## config.mk

```make
export PLATFORM = sky130hd
export DESIGN_NAME = br_wr_arb
export DESIGN_NICKNAME = d
export VERILOG_FILES = /design/src/rtl/br_wr_arb.sv
export SDC_FILE = /design/constraint.sdc
export NUM_CORES = 1
export LEC_CHECK = 0
export CORE_AREA = 3 3 78 135
export CTS_CLUSTER_SIZE = 40
export DETAILED_ROUTE_END_ITERATION = 8
export DIE_AREA = 0 0 81 138
export PLACE_DENSITY_LB_ADDON = 0.15
export SLEW_MARGIN = 0
export SYNTH_ARGS = -nofsm -noshare
export SYNTH_HDL_FRONTEND = slang
export SYNTH_SLANG_ARGS = --single-unit
```

## constraint.sdc

```tcl
create_clock -name clk -period 6.4 [get_ports clk]
set_clock_uncertainty 0.1 [all_clocks]
set_input_delay 1.28 -clock clk [delete_from_list [all_inputs] [get_ports clk]]
set_output_delay 1.28 -clock clk [all_outputs]
set_load 0.02 [all_outputs]
```

## src/rtl/br_wr_arb.sv

```systemverilog
// br_wr_arb: write-port arbiter for the 32x32 register bank.
// Three one-entry slots (writeback, jump-link, flag) share one registered write
// channel (ew/wa/wd/wf); hazard/fl_hazard flag pending writes for the stall logic.
// Ports: clk, rst (async, active high); wb_*, jl_*, fl_* request/ready pairs;
// rd_addr_a/b hazard probes; hazard, fl_hazard; ew, wa, wd, wf bank write bus.
// Build option: define BR_ARB_FIXPRI_EN for fixed priority wb > jl > fl
// (the round-robin pointer then disappears).
module br_wr_arb #(
    parameter int AW    = 5,
    parameter int DW    = 32,
    parameter int JADDR = 31
) (
    input  logic          clk,
    input  logic          rst,
    input  logic          wb_valid,
    input  logic [AW-1:0] wb_addr,
    input  logic [DW-1:0] wb_data,
    output logic          wb_ready,
    input  logic          jl_valid,
    input  logic [DW-1:0] jl_data,
    output logic          jl_ready,
    input  logic          fl_valid,
    input  logic          fl_data,
    output logic          fl_ready,
    input  logic [AW-1:0] rd_addr_a,
    input  logic [AW-1:0] rd_addr_b,
    output logic          hazard,
    output logic          fl_hazard,
    output logic [1:0]    ew,
    output logic [AW-1:0] wa,
    output logic [DW-1:0] wd,
    output logic          wf
);

    localparam logic [AW-1:0] JA = AW'(JADDR);

    logic          s0_v;
    logic [AW-1:0] s0_a;
    logic [DW-1:0] s0_d;
    logic          s1_v;
    logic [DW-1:0] s1_d;
    logic          s2_v;
    logic          s2_d;

    // one-hot grant, computed from slots valid before the edge
    logic [2:0]    gnt;

`ifdef BR_ARB_FIXPRI_EN
    always_comb begin
        gnt = 3'b000;
        if (s0_v)      gnt = 3'b001;
        else if (s1_v) gnt = 3'b010;
        else if (s2_v) gnt = 3'b100;
    end
`else
    logic [1:0] ptr;

    // search starts just after the last winner
    always_comb begin
        gnt = 3'b000;
        case (ptr)
            2'd0: begin
                if (s1_v)      gnt = 3'b010;
                else if (s2_v) gnt = 3'b100;
                else if (s0_v) gnt = 3'b001;
            end
            2'd1: begin
                if (s2_v)      gnt = 3'b100;
                else if (s0_v) gnt = 3'b001;
                else if (s1_v) gnt = 3'b010;
            end
            default: begin
                if (s0_v)      gnt = 3'b001;
                else if (s1_v) gnt = 3'b010;
                else if (s2_v) gnt = 3'b100;
            end
        endcase
    end

    always_ff @(posedge clk or posedge rst) begin
        if (rst) begin
            ptr <= 2'd2;
        end else if (gnt[0]) begin
            ptr <= 2'd0;
        end else if (gnt[1]) begin
            ptr <= 2'd1;
        end else if (gnt[2]) begin
            ptr <= 2'd2;
        end
    end
`endif

    assign wb_ready = !s0_v;
    assign jl_ready = !s1_v;
    assign fl_ready = !s2_v;

    // the write currently on ew commits before the next edge, so only
    // slot contents count as hazards
    assign hazard = (s0_v && (s0_a != '0) &&
                     ((s0_a == rd_addr_a) || (s0_a == rd_addr_b))) ||
                    (s1_v && ((JA == rd_addr_a) || (JA == rd_addr_b)));
    assign fl_hazard = s2_v;

    always_ff @(posedge clk or posedge rst) begin
        if (rst) begin
            s0_v <= 1'b0;
            s0_a <= '0;
            s0_d <= '0;
            s1_v <= 1'b0;
            s1_d <= '0;
            s2_v <= 1'b0;
            s2_d <= 1'b0;
            ew   <= 2'b00;
            wa   <= '0;
            wd   <= '0;
            wf   <= 1'b0;
        end else begin
            ew <= 2'b00;
            if (gnt[0]) begin
                s0_v <= 1'b0;
                // r0 is hardwired: drop the write but still consume the slot
                if (s0_a != '0) begin
                    ew <= 2'b11;
                    wa <= s0_a;
                    wd <= s0_d;
                end
            end
            if (gnt[1]) begin
                s1_v <= 1'b0;
                ew   <= 2'b10;
                wa   <= JA;
                wd   <= s1_d;
            end
            if (gnt[2]) begin
                s2_v <= 1'b0;
                ew   <= 2'b01;
                wf   <= s2_d;
            end
            // a granted slot was full, so it cannot also load this edge
            if (wb_valid && !s0_v) begin
                s0_v <= 1'b1;
                s0_a <= wb_addr;
                s0_d <= wb_data;
            end
            if (jl_valid && !s1_v) begin
                s1_v <= 1'b1;
                s1_d <= jl_data;
            end
            if (fl_valid && !s2_v) begin
                s2_v <= 1'b1;
                s2_d <= fl_data;
            end
        end
    end

endmodule

```

# Word-level counts from Yosys, hierarchy flattened
# Cells that the tools add are included.
[word_totals]
register_bits = 115
latchBits = 0
ram_bits = 0
rom_bits = 0
inputBits = 85
wordCells = 67
memories = 0
[op_classes]
n_addsub = 0
n_mul = 0
div = 0
order_cmp = 0
eq_ne = 5
shifts = 0
n_mux = 29
n_bitwise = 0
reduce_logical = 21
[op_table]
columns = ["op", "count"]
rows = [
  ["$mux 32", 3],
  ["$mux 2", 9],
  ["$mux 3", 6],
  ["$mux 5", 3],
  ["$eq 5x5->1", 2],
  ["$eq 5x5->1 const A", 2],
  ["$reduce_bool 2->1", 5],
  ["$mux 1", 7],
  ["$logic_and 1x1->1", 6],
  ["$pmux 3 s2", 1],
  ["$reduce_bool 5->1", 1],
  ["$logic_not 1->1", 3],
  ["$logic_or 1x1->1", 3],
  ["$reduce_bool 3->1", 1],
  ["$eq 2x1->1 const B", 1],
  ["$logic_not 2->1", 1],
  ["$reduce_and 2->1", 1],
]

# Longest topological paths before layout
# Gate-level depths: netlist (run 1).
[depth]
word_depth = 7
depth_mapped = 7

# Worst setup path before layout (run 1)
# Ideal clock, no wire load.
[synth_timing]
path_type = "input to output"
from = "input port rd_addr_a[4]"
to = "output port hazard"
arrival_ns = 2.040
t_required_ns = 5.020
path_slack_ns = 2.980
cell_stages = 4
cell_sequence = "xor2_1 -> nor3_1 -> a22oi_1 -> o22ai_1"
[synth_between]
elab_chain_len = 4
word_cells_on_any_way = 7
classes_between = "eq/ne: 2; reduce/logical: 5"
[synth_lines]
columns = ["element", "line_no", "rtl"]
rows = [
  ["from (decl)", "25", "input logic [AW-1:0] rd_addr_a,"],
  ["$eq 5x5->1, on equally long branches", "100, 101", ""],
  ["$logic_or 1x1->1, on equally long branches", "100, 101", ""],
  ["$logic_and 1x1->1, on equally long branches", "99, 101", ""],
  ["$logic_or 1x1->1 (*)", "100", "((s0_a == rd_addr_a) || (s0_a == rd_addr_b))) ||"],
  ["to (decl)", "27", "output logic hazard,"],
]
# Mark *: on every way between the ends. The rest lies on a longest branch, timed or not.

# Worst setup path after layout (run 1)
# Ends and elaborated chain as after synthesis.

==> results, run 1 <==
- The number of nets handed over by synthesis was 428.
- The starting DRC count in detailed routing is 167.
- The type of element capturing the critical path is an output port.
- Setup repair after global routing left no endpoint under its margin.
- The total overflow left after global routing is 0.
- Counting I/O delays and the setup requirement, the final critical path takes 4.38 ns.
- The clock slew seen by the registers of the worst setup and hold paths is 0.05 ns.
- Detailed placement finished with a half-perimeter wire length of 7.45 mm.
- Across all layers, the routed design uses 3366 vias.
- The first global-routing pass estimated 18.9 mm of wire.
- STA puts the critical path data required time at 5.02 ns.
- Using the TritonRoute via totals, the vias-per-cell ratio works out to 5.63.
- At the worst endpoint, the arrival time is 3.00 ns.
- The post-CTS setup repair buffer count is 0.
- Global routing consumed, over all layers together, 22.3% of the routing resources.
- The total of hold buffers inserted after clock tree synthesis is 0.
- Clock latency on the worst-skew pair, taken at its later pin, is 0.40 ns.
- In this run the horizontal extent of the chip is 81 um.
- For the pin with the worst max-slew slack, the measured transition is 1.16 ns.
- Summing all multi-input logic gate instances after layout gives 0.00181 mm^2.
- TritonCTS built the clock tree.
- The quantity of gates resized following cts is 0.
- Once placement completed, the tool counted placed cells totaling 570.
- Entering global routing, the biggest net connects 70 pins.
- The row count is 47.
- During synthesis, Yosys emitted a total of 0 warnings.
- In this run the remaining antenna-violating nets after routing total 0.
- The cell that appears most often on the critical path is sky130_fd_sc_hd__clkdlybuf4s50_1.
- The worst setup path is of the in -> out kind.
- The pre-antenna-repair detailed-routing pass consisted of 4 iterations.
- The H-tree depth reported by CTS is 4.
- For this run, the post-layout net count is 552.
- After detailed routing, the number of remaining DRC violations is 0.
- Port buffering added 129 buffers.
- The number of max-slew violations in the final report is 0.
- The leakage power total is 2.90 nW.
- The total die area is 0.0112 mm^2.
- The final count of hold timing violations is 0.
- The total wirelength of the detailed-routed design is 11.7 mm.
- For this configuration, the core starts out at a cell density of 51.4%.
- The sum of negative setup slack is 0 ns.
- The buffering stage count on the worst path with inverters included is 2.
- After synthesis, the mean cell area works out to 14.3 um^2.
- The final count of negative-setup-slack endpoints is 0.
- Across the run, the number of max-cap violations was 0.
- Clock tree synthesis found a total of 115 sinks.
- The share of cells above drive strength 1 is 23.9%.
- In this run the count of I/O pins placed on the die edge is 130.
- The number of unique standard cell types used by synthesis is 42.
- The clock root buffer is sky130_fd_sc_hd__clkbuf_16.
- The die span in y is 138 um.
- The mapped netlist covers 0.00490 mm^2.
- The slowest cell on the critical path is sky130_fd_sc_hd__clkdlybuf4s50_1.
- The library cell occupying the most area in the post-synthesis netlist is sky130_fd_sc_hd__dfrtp_1.
- Dividing the detail-routed wire length by the instance count gives 19.5 um.
- Relative to the synthesized area, the layout overhead comes to 37.0%.
- Along the worst path, the maximum fanout reaches 2.
- The core region is 0.00953 mm^2.
- The kind of cell with the highest combined delay along the critical path is buffers and inverters.
- The classification of the worst-slack hold path is reg -> reg.
- The maximum clock insertion buffer count is 2.
- The fmax is 0.228 GHz.
- Traced cell by cell, the critical path runs through clkdlybuf4s50_1 -> xor2_1 -> nor3_1 -> a22oi_1 -> o22ai_1 -> clkdlybuf4s50_1.
- In this run the tightest slew margin relative to its limit is 22.5%.
- Across the VDD grid, the largest voltage drop is 0.371 mV.
- The sequential-to-total area share from yosys stat is 58.8%.
- The initial antenna violation count is 0.
- In this design, the stage delay of the slowest critical-path cell is 0.62 ns.
- The post-route fraction of the period consumed by the critical path is 68.5%.
- 0 antenna diodes ended up in the layout.
- In the final layout, flip-flops and latches occupy 0.00288 mm^2.
- Synthesis inferred 115 register bits.
- The flow ran to the end, and the final reports show no timing, DRC or antenna violations.
- STA classifies the critical path startpoint as an input port.
- Routability-driven placement finished with a final weighted congestion of 0.721.
- TritonCTS created 17 clock buffers.
- The cell count after synthesis is 343.
- The number of global-route vias before repair was 3706.
- In the post-synthesis netlist, the biggest area contributors are sky130_fd_sc_hd__dfrtp_1 (58%), sky130_fd_sc_hd__mux2_2 (16%), sky130_fd_sc_hd__a221o_1 (6.5%).
- The cell area power density is 565 mW/mm^2.
- Fill cells in the final layout number 709.
- The final instance count without filler cells is 598.
- Of the post-synthesis cell area, the dominant cell type holds 58.3%.
==> power breakdown <==
| group | internal, mW | switching (mW) |
|---|---|---|
| Clock | 0.552 | 0.303 |
| Sequential | 1.11 | 0.259 |
| Combinational | 0.816 | 0.756 |
==> placed cells by master (no fill, tap or decap), types with 2 or more instances in the layout <==
cell type                         netlist  layout
sky130_fd_sc_hd__clkdlybuf4s50_1        0     129
sky130_fd_sc_hd__dfrtp_1              114     114
sky130_fd_sc_hd__mux2_2                70      70
sky130_fd_sc_hd__and3_1                33      33
sky130_fd_sc_hd__a221o_1               32      32
sky130_fd_sc_hd__clkbuf_16              0      17
sky130_fd_sc_hd__xor2_1                10      10
sky130_fd_sc_hd__a21oi_1                7       7
sky130_fd_sc_hd__nand3_1                6       6
sky130_fd_sc_hd__o21ai_1                5       5
sky130_fd_sc_hd__nor2b_4                2       4
sky130_fd_sc_hd__nor2_1                 4       4
sky130_fd_sc_hd__clkinv_2               0       4
sky130_fd_sc_hd__inv_1                  4       3
sky130_fd_sc_hd__clkbuf_8               1       3
sky130_fd_sc_hd__buf_4                  1       3
sky130_fd_sc_hd__o21ai_0                2       2
sky130_fd_sc_hd__nor3_1                 2       2
sky130_fd_sc_hd__a22oi_1                2       2
sky130_fd_sc_hd__clkbuf_1              10       2
==> through the flow <==
step / power (mW) / hold WS (ns) / util, % / cell area [um^2] / setup WS, ns
CTS: 3.83 / 0.398 / 70.4 / 6710 / 2.02
global placement: 2.91 / 0.381 / 64.9 / 6180 / 2.07
global route: 4.02 / 0.407 / 70.4 / 6710 / 1.95
detailed placement: 2.96 / 0.387 / 64.9 / 6180 / 2.02
finish: 3.79 / 0.395 / 70.4 / 6710 / 2.02
floorplan: 2.45 / 0.372 / - / 4900 / 1.98
==> area by class of cell <==
type / instances / area share (%)
Sequential cell: 115 / 42.9
Multi-Input combinational cell: 196 / 27.0
Timing Repair Buffer: 132 / 19.6
Clock buffer: 22 / 7.07
Tap cell: 122 / 2.27
Clock inverter: 6 / 0.858
Inverter: 5 / 0.317
==> worst paths after layout <==
path | start | endpoint | slack, ns | cells after the start
worst min-delay path | s1_d[23] | s1_d[23] | 0.39 | 1
worst max register to register | s1_v | wd[12] | 3.91 | 5
max in group asynchronous | rst | wd[20] | 3.80 | 3
worst max-delay path | rd_addr_a[4] | hazard | 2.02 | 6
min in group asynchronous | rst | s0_d[15] | 1.30 | 2
worst min register to register | s1_d[23] | s1_d[23] | 0.39 | 1
==> cells in the mapped netlist <==
library cell                instances
sky130_fd_sc_hd__a21boi_0           1
sky130_fd_sc_hd__a21o_1             1
sky130_fd_sc_hd__a21oi_1            7
sky130_fd_sc_hd__a221o_1           32
sky130_fd_sc_hd__a22oi_1            2
sky130_fd_sc_hd__a22oi_4            1
sky130_fd_sc_hd__a31o_2             1
sky130_fd_sc_hd__a31oi_1            1
sky130_fd_sc_hd__and2_1             1
sky130_fd_sc_hd__and3_1            33
sky130_fd_sc_hd__buf_2              5
sky130_fd_sc_hd__buf_4              1
sky130_fd_sc_hd__buf_6              8
sky130_fd_sc_hd__bufbuf_16          1
sky130_fd_sc_hd__clkbuf_1          10
sky130_fd_sc_hd__clkbuf_4           1
sky130_fd_sc_hd__clkbuf_8           1
sky130_fd_sc_hd__dfrtp_1          114
sky130_fd_sc_hd__dfstp_2            1
sky130_fd_sc_hd__inv_1              4
sky130_fd_sc_hd__inv_2              1
sky130_fd_sc_hd__mux2_2            70
sky130_fd_sc_hd__nand2_1            1
sky130_fd_sc_hd__nand3_1            6
sky130_fd_sc_hd__nor2_1             4
sky130_fd_sc_hd__nor2_2             1
sky130_fd_sc_hd__nor2b_1            3
sky130_fd_sc_hd__nor2b_4            2
sky130_fd_sc_hd__nor3_1             2
sky130_fd_sc_hd__o21a_1             1
sky130_fd_sc_hd__o21ai_0            2
sky130_fd_sc_hd__o21ai_1            5
sky130_fd_sc_hd__o21ba_1            1
sky130_fd_sc_hd__o21bai_1           1
sky130_fd_sc_hd__o21bai_4           1
sky130_fd_sc_hd__o22ai_1            1
sky130_fd_sc_hd__o22ai_2            1
sky130_fd_sc_hd__o32ai_1            1
sky130_fd_sc_hd__o41a_4             1
sky130_fd_sc_hd__o41ai_4            1
sky130_fd_sc_hd__or2_4              1
sky130_fd_sc_hd__xor2_1            10
==> cell families (layout without fill, tap and decap cells) <==
logic type,count (synthesis),after routing,share of synthesized area [%]
simple gates,54,54,6.80
xor+xnor,10,10,1.79
compound gates,62,62,11.8
buf+inv,32,165,4.75
flops,115,115,58.8
mux,70,70,16.1
==> registers in the layout, indices dropped and copies added, names as in the netlist <==
| register | count |
|---|---|
| wa | 5 |
| s1_d | 32 |
| wd | 32 |
| wf | 1 |
| fl_hazard | 1 |
| s0_a | 5 |
| s0_v | 1 |
| s0_d | 32 |
| ptr | 2 |
| s1_v | 1 |
| s2_d | 1 |
| ew | 2 |
==> per-layer routing <==
layer / up-vias / part of all wire (%) / track usage (%)
met5: - / 0 / 0
met4: 0 / 1.6 / 7.75
met3: 11 / 5.4 / 6.18
met2: 115 / 55 / 38.5
met1: 1719 / 38 / 26.0
li1: 1521 / - / -
No activity file was read; power rests on OpenSTA's default activity.
==> inputs of run 2 (changes only) <==
- CORE_AREA: 3 3 78 135 -> 3 3 84 146
- DIE_AREA: 0 0 81 138 -> 0 0 87 149
- clock period: 6.4 -> 3.7 ns (I/O delays scaled with it)
==> run 2 against run 1 <==
Compared with the run above: non-clock buffer count increased by 3; via count rose by 0.12%; largest power group unchanged; power up 73%.
==> results, run 2 (same netlist as run 1, synthesis figures left out) <==
- The number of max-slew violations in the final report was 0.
- Counting along the longest clock path gives a buffer depth of 2.
- The vias per cell is 5.51.
- The post-detailed-placement half-perimeter wirelength is 7.68 mm.
- The uppermost layer routed is met4.
- Detailed routing inserted a total of 3370 vias.
- Row generation in the floorplan step produced 51 rows.
- The source-to-sink clock delay at the later pin of the worst-skew pair is 0.40 ns.
- The total die area is 0.0130 mm^2.
- After filler insertion, the fill cell instance count of the layout stands at 890.
- In this run the power density over the cells is 968 mW/mm^2.
- The quantity of gates resized following cts is 0.
- The worst path meets setup with 0.424 ns of slack.
- The tree is rooted in a sky130_fd_sc_hd__clkbuf_16.
- The fmax is 0.305 GHz.
- The total wirelength of the detailed-routed design is 11.9 mm.
- TritonCTS built the clock tree.
- Measured along the y axis, the die boundary spans 149 um.
- The run finished with clean final reports.
- Headroom to the max-slew limit came out at 28.4%.
- The largest registers in the layout are s0_d (32), s1_d (32), wd (32).
- The first global-routing pass estimated 19.1 mm of wire.
- At the worst endpoint, the arrival time is 2.44 ns.
- The total of hold buffers inserted after clock tree synthesis is 0.
- The final count of hold timing violations is 0.
- The cell count after placement is 583.
- The total global routing overflow is 0.
- The H-tree depth reported by CTS is 4.
- The detailed router put a total of 4.66 mm of wire on met1.
- In this design, the largest share of critical-path delay is due to buffers and inverters.
- Measured along the x axis, the die boundary spans 87 um.
- Among all stages on the critical path, the largest delay is contributed by sky130_fd_sc_hd__clkdlybuf4s50_1.
- 130 I/O pins were placed.
- The starting utilization of the core area is 43.9%.
- The post-route fraction of the period consumed by the critical path is 88.6%.
- The maximum single-stage delay on the critical path is 0.62 ns.
- Leaving out fill and tap cells, the most frequent cells in the layout are sky130_fd_sc_hd__clkdlybuf4s50_1 (129), sky130_fd_sc_hd__dfrtp_1 (114), sky130_fd_sc_hd__mux2_2 (70).
- Together, buffers and inverters on the worst path number 2.
- Cells with a size suffix above 1 make up 24.8% of the layout.
- After routing the design area is 0.00678 mm^2.
- The wire length per cell after detailed routing is 19.5 um.
- Across the run, the number of max-cap violations was 0.
- The leakage power total is 2.93 nW.
- The final instance count without filler cells is 612.
- The starting DRC count in detailed routing is 154.
- The clock slew seen by the registers of the worst setup and hold paths is 0.05 ns.
- For this run, design rule violations remaining after detail routing come to 0.
- The met3 layer wire length in the routed design is 595 um.
- The first detailed-routing pass took 4 iterations.
- The clock sink count is 115.
- For the pin with the worst max-slew slack, the measured transition is 1.07 ns.
- The cell area reported after detailed placement is 0.00625 mm^2.
- At the end of routability-driven placement, the weighted congestion stood at 0.755.
- Setup repair after global routing left no endpoint under its margin.
- The wire length on met2 is 6.57 mm.
- The critical path goes through clkdlybuf4s50_1 -> xor2_1 -> nor3_1 -> a22oi_1 -> o22ai_1 -> clkdlybuf4s50_1.
- The peak supply drop is 1.15 mV.
- After floorplanning, the core was sized to cover 0.0112 mm^2.
- At the placement stage, the worst setup path has a slack of 0.399 ns.
- The type of element capturing the critical path is an output port.
- Entering global routing, the biggest net connects 116 pins.
- STA classifies the critical path startpoint as an input port.
- Cells fill 60.7% of the core in the end.
- The number of global-route vias before repair is 3708.
- In this run the worst hold path is classified as reg -> reg.
- 0 antenna diodes ended up in the layout.
- Global routing used 19.2% of the available tracks across all layers.
- At the worst endpoint, the required time is 2.86 ns.
- The cell repeated most along the worst path is sky130_fd_sc_hd__clkdlybuf4s50_1.
- After clock tree synthesis, the setup repair step added 0 buffers.
- The initial antenna violation count came to 0.
- The final count of negative-setup-slack endpoints is 0.
- The startpoint-to-endpoint class of the critical path is in -> out.
- The critical-path maximum fanout is 2.
- The number of buffers added by the clock tree synthesis step is 17.
- For the finished layout, the period the worst path requires is 3.28 ns.
- After the last flow step, the layout net total stands at 555.
- The count of nets left with antenna violations once routing finished came out at 0.
- The most common cell after layout, fill and taps aside is sky130_fd_sc_hd__clkdlybuf4s50_1.
- Relative to the synthesized area, the layout overhead comes to 38.5%.
- Adding up every negative setup slack in the final design gives 0 ns.
- Port buffering added 129 buffers.
==> run 2: cell types whose count changed in the layout (fill, tap and decap cells not counted), sizes merged <==
cell,previous run,this run
buf,3,6
bufinv,1,0
clkbuf,22,23
clkinv,4,6
inv,5,4
==> run 2: per-stage QoR <==
stage	power (mW)	hold slack, ns
2_1_floorplan	4.23	0.372
3_3_place_gp	5.09	0.381
3_5_place_dp	5.17	0.387
4_1_cts	6.63	0.398
5_1_grt	6.96	0.403
6_report	6.56	0.396
==> run 2: path summary, 6_finish.rpt <==
path | end | depth (start not counted) | slack [ns] | from
max in group asynchronous | wd[23] | 3 | 2.28 | rst
min in group asynchronous | s0_d[11] | 3 | 0.76 | rst
min reg2reg | s1_d[25] | 1 | 0.40 | s1_d[25]
min | s1_d[25] | 1 | 0.40 | s1_d[25]
max | hazard | 6 | 0.42 | rd_addr_a[4]
max reg2reg | wd[3] | 4 | 1.24 | s0_a[2]
==> run 2: worst register-to-register path: cells and delay by family (launching register included) <==
kind | cells | cell delay (ns)
DFF | 1 | 0.45
AOI/OAI and AO/OA | 3 | 1.54
and+or+nand+nor | 1 | 0.30
==> run 2: cell type report <==
class / count / area, um^2 / area share [%]
repair buffers: 135 / 1370 / 20.3
well taps: 132 / 165 / 2.44
clock inverters: 6 / 30.0 / 0.443
flip-flops and latches: 115 / 2880 / 42.5
multi-input cells: 196 / 1810 / 26.7
clock buffers: 23 / 498 / 7.34
inverters: 5 / 22.5 / 0.332
==> run 2: power by group <==
part / internal [mW] / switching (mW) / leakage, nW / total, mW
Combinational: 1.44 / 1.32 / 1.30 / 2.76
Clock: 0.924 / 0.522 / 0.270 / 1.45
Sequential: 1.92 / 0.440 / 1.36 / 2.36
==> run 2: routing by layer <==
| metal | up-vias | track usage [%] |
|---|---|---|
| li1 | 1524 | - |
| met1 | 1750 | 22.1 |
| met2 | 91 | 34.1 |
| met3 | 5 | 4.75 |
| met4 | 0 | 6.63 |
| met5 | - | 0 |
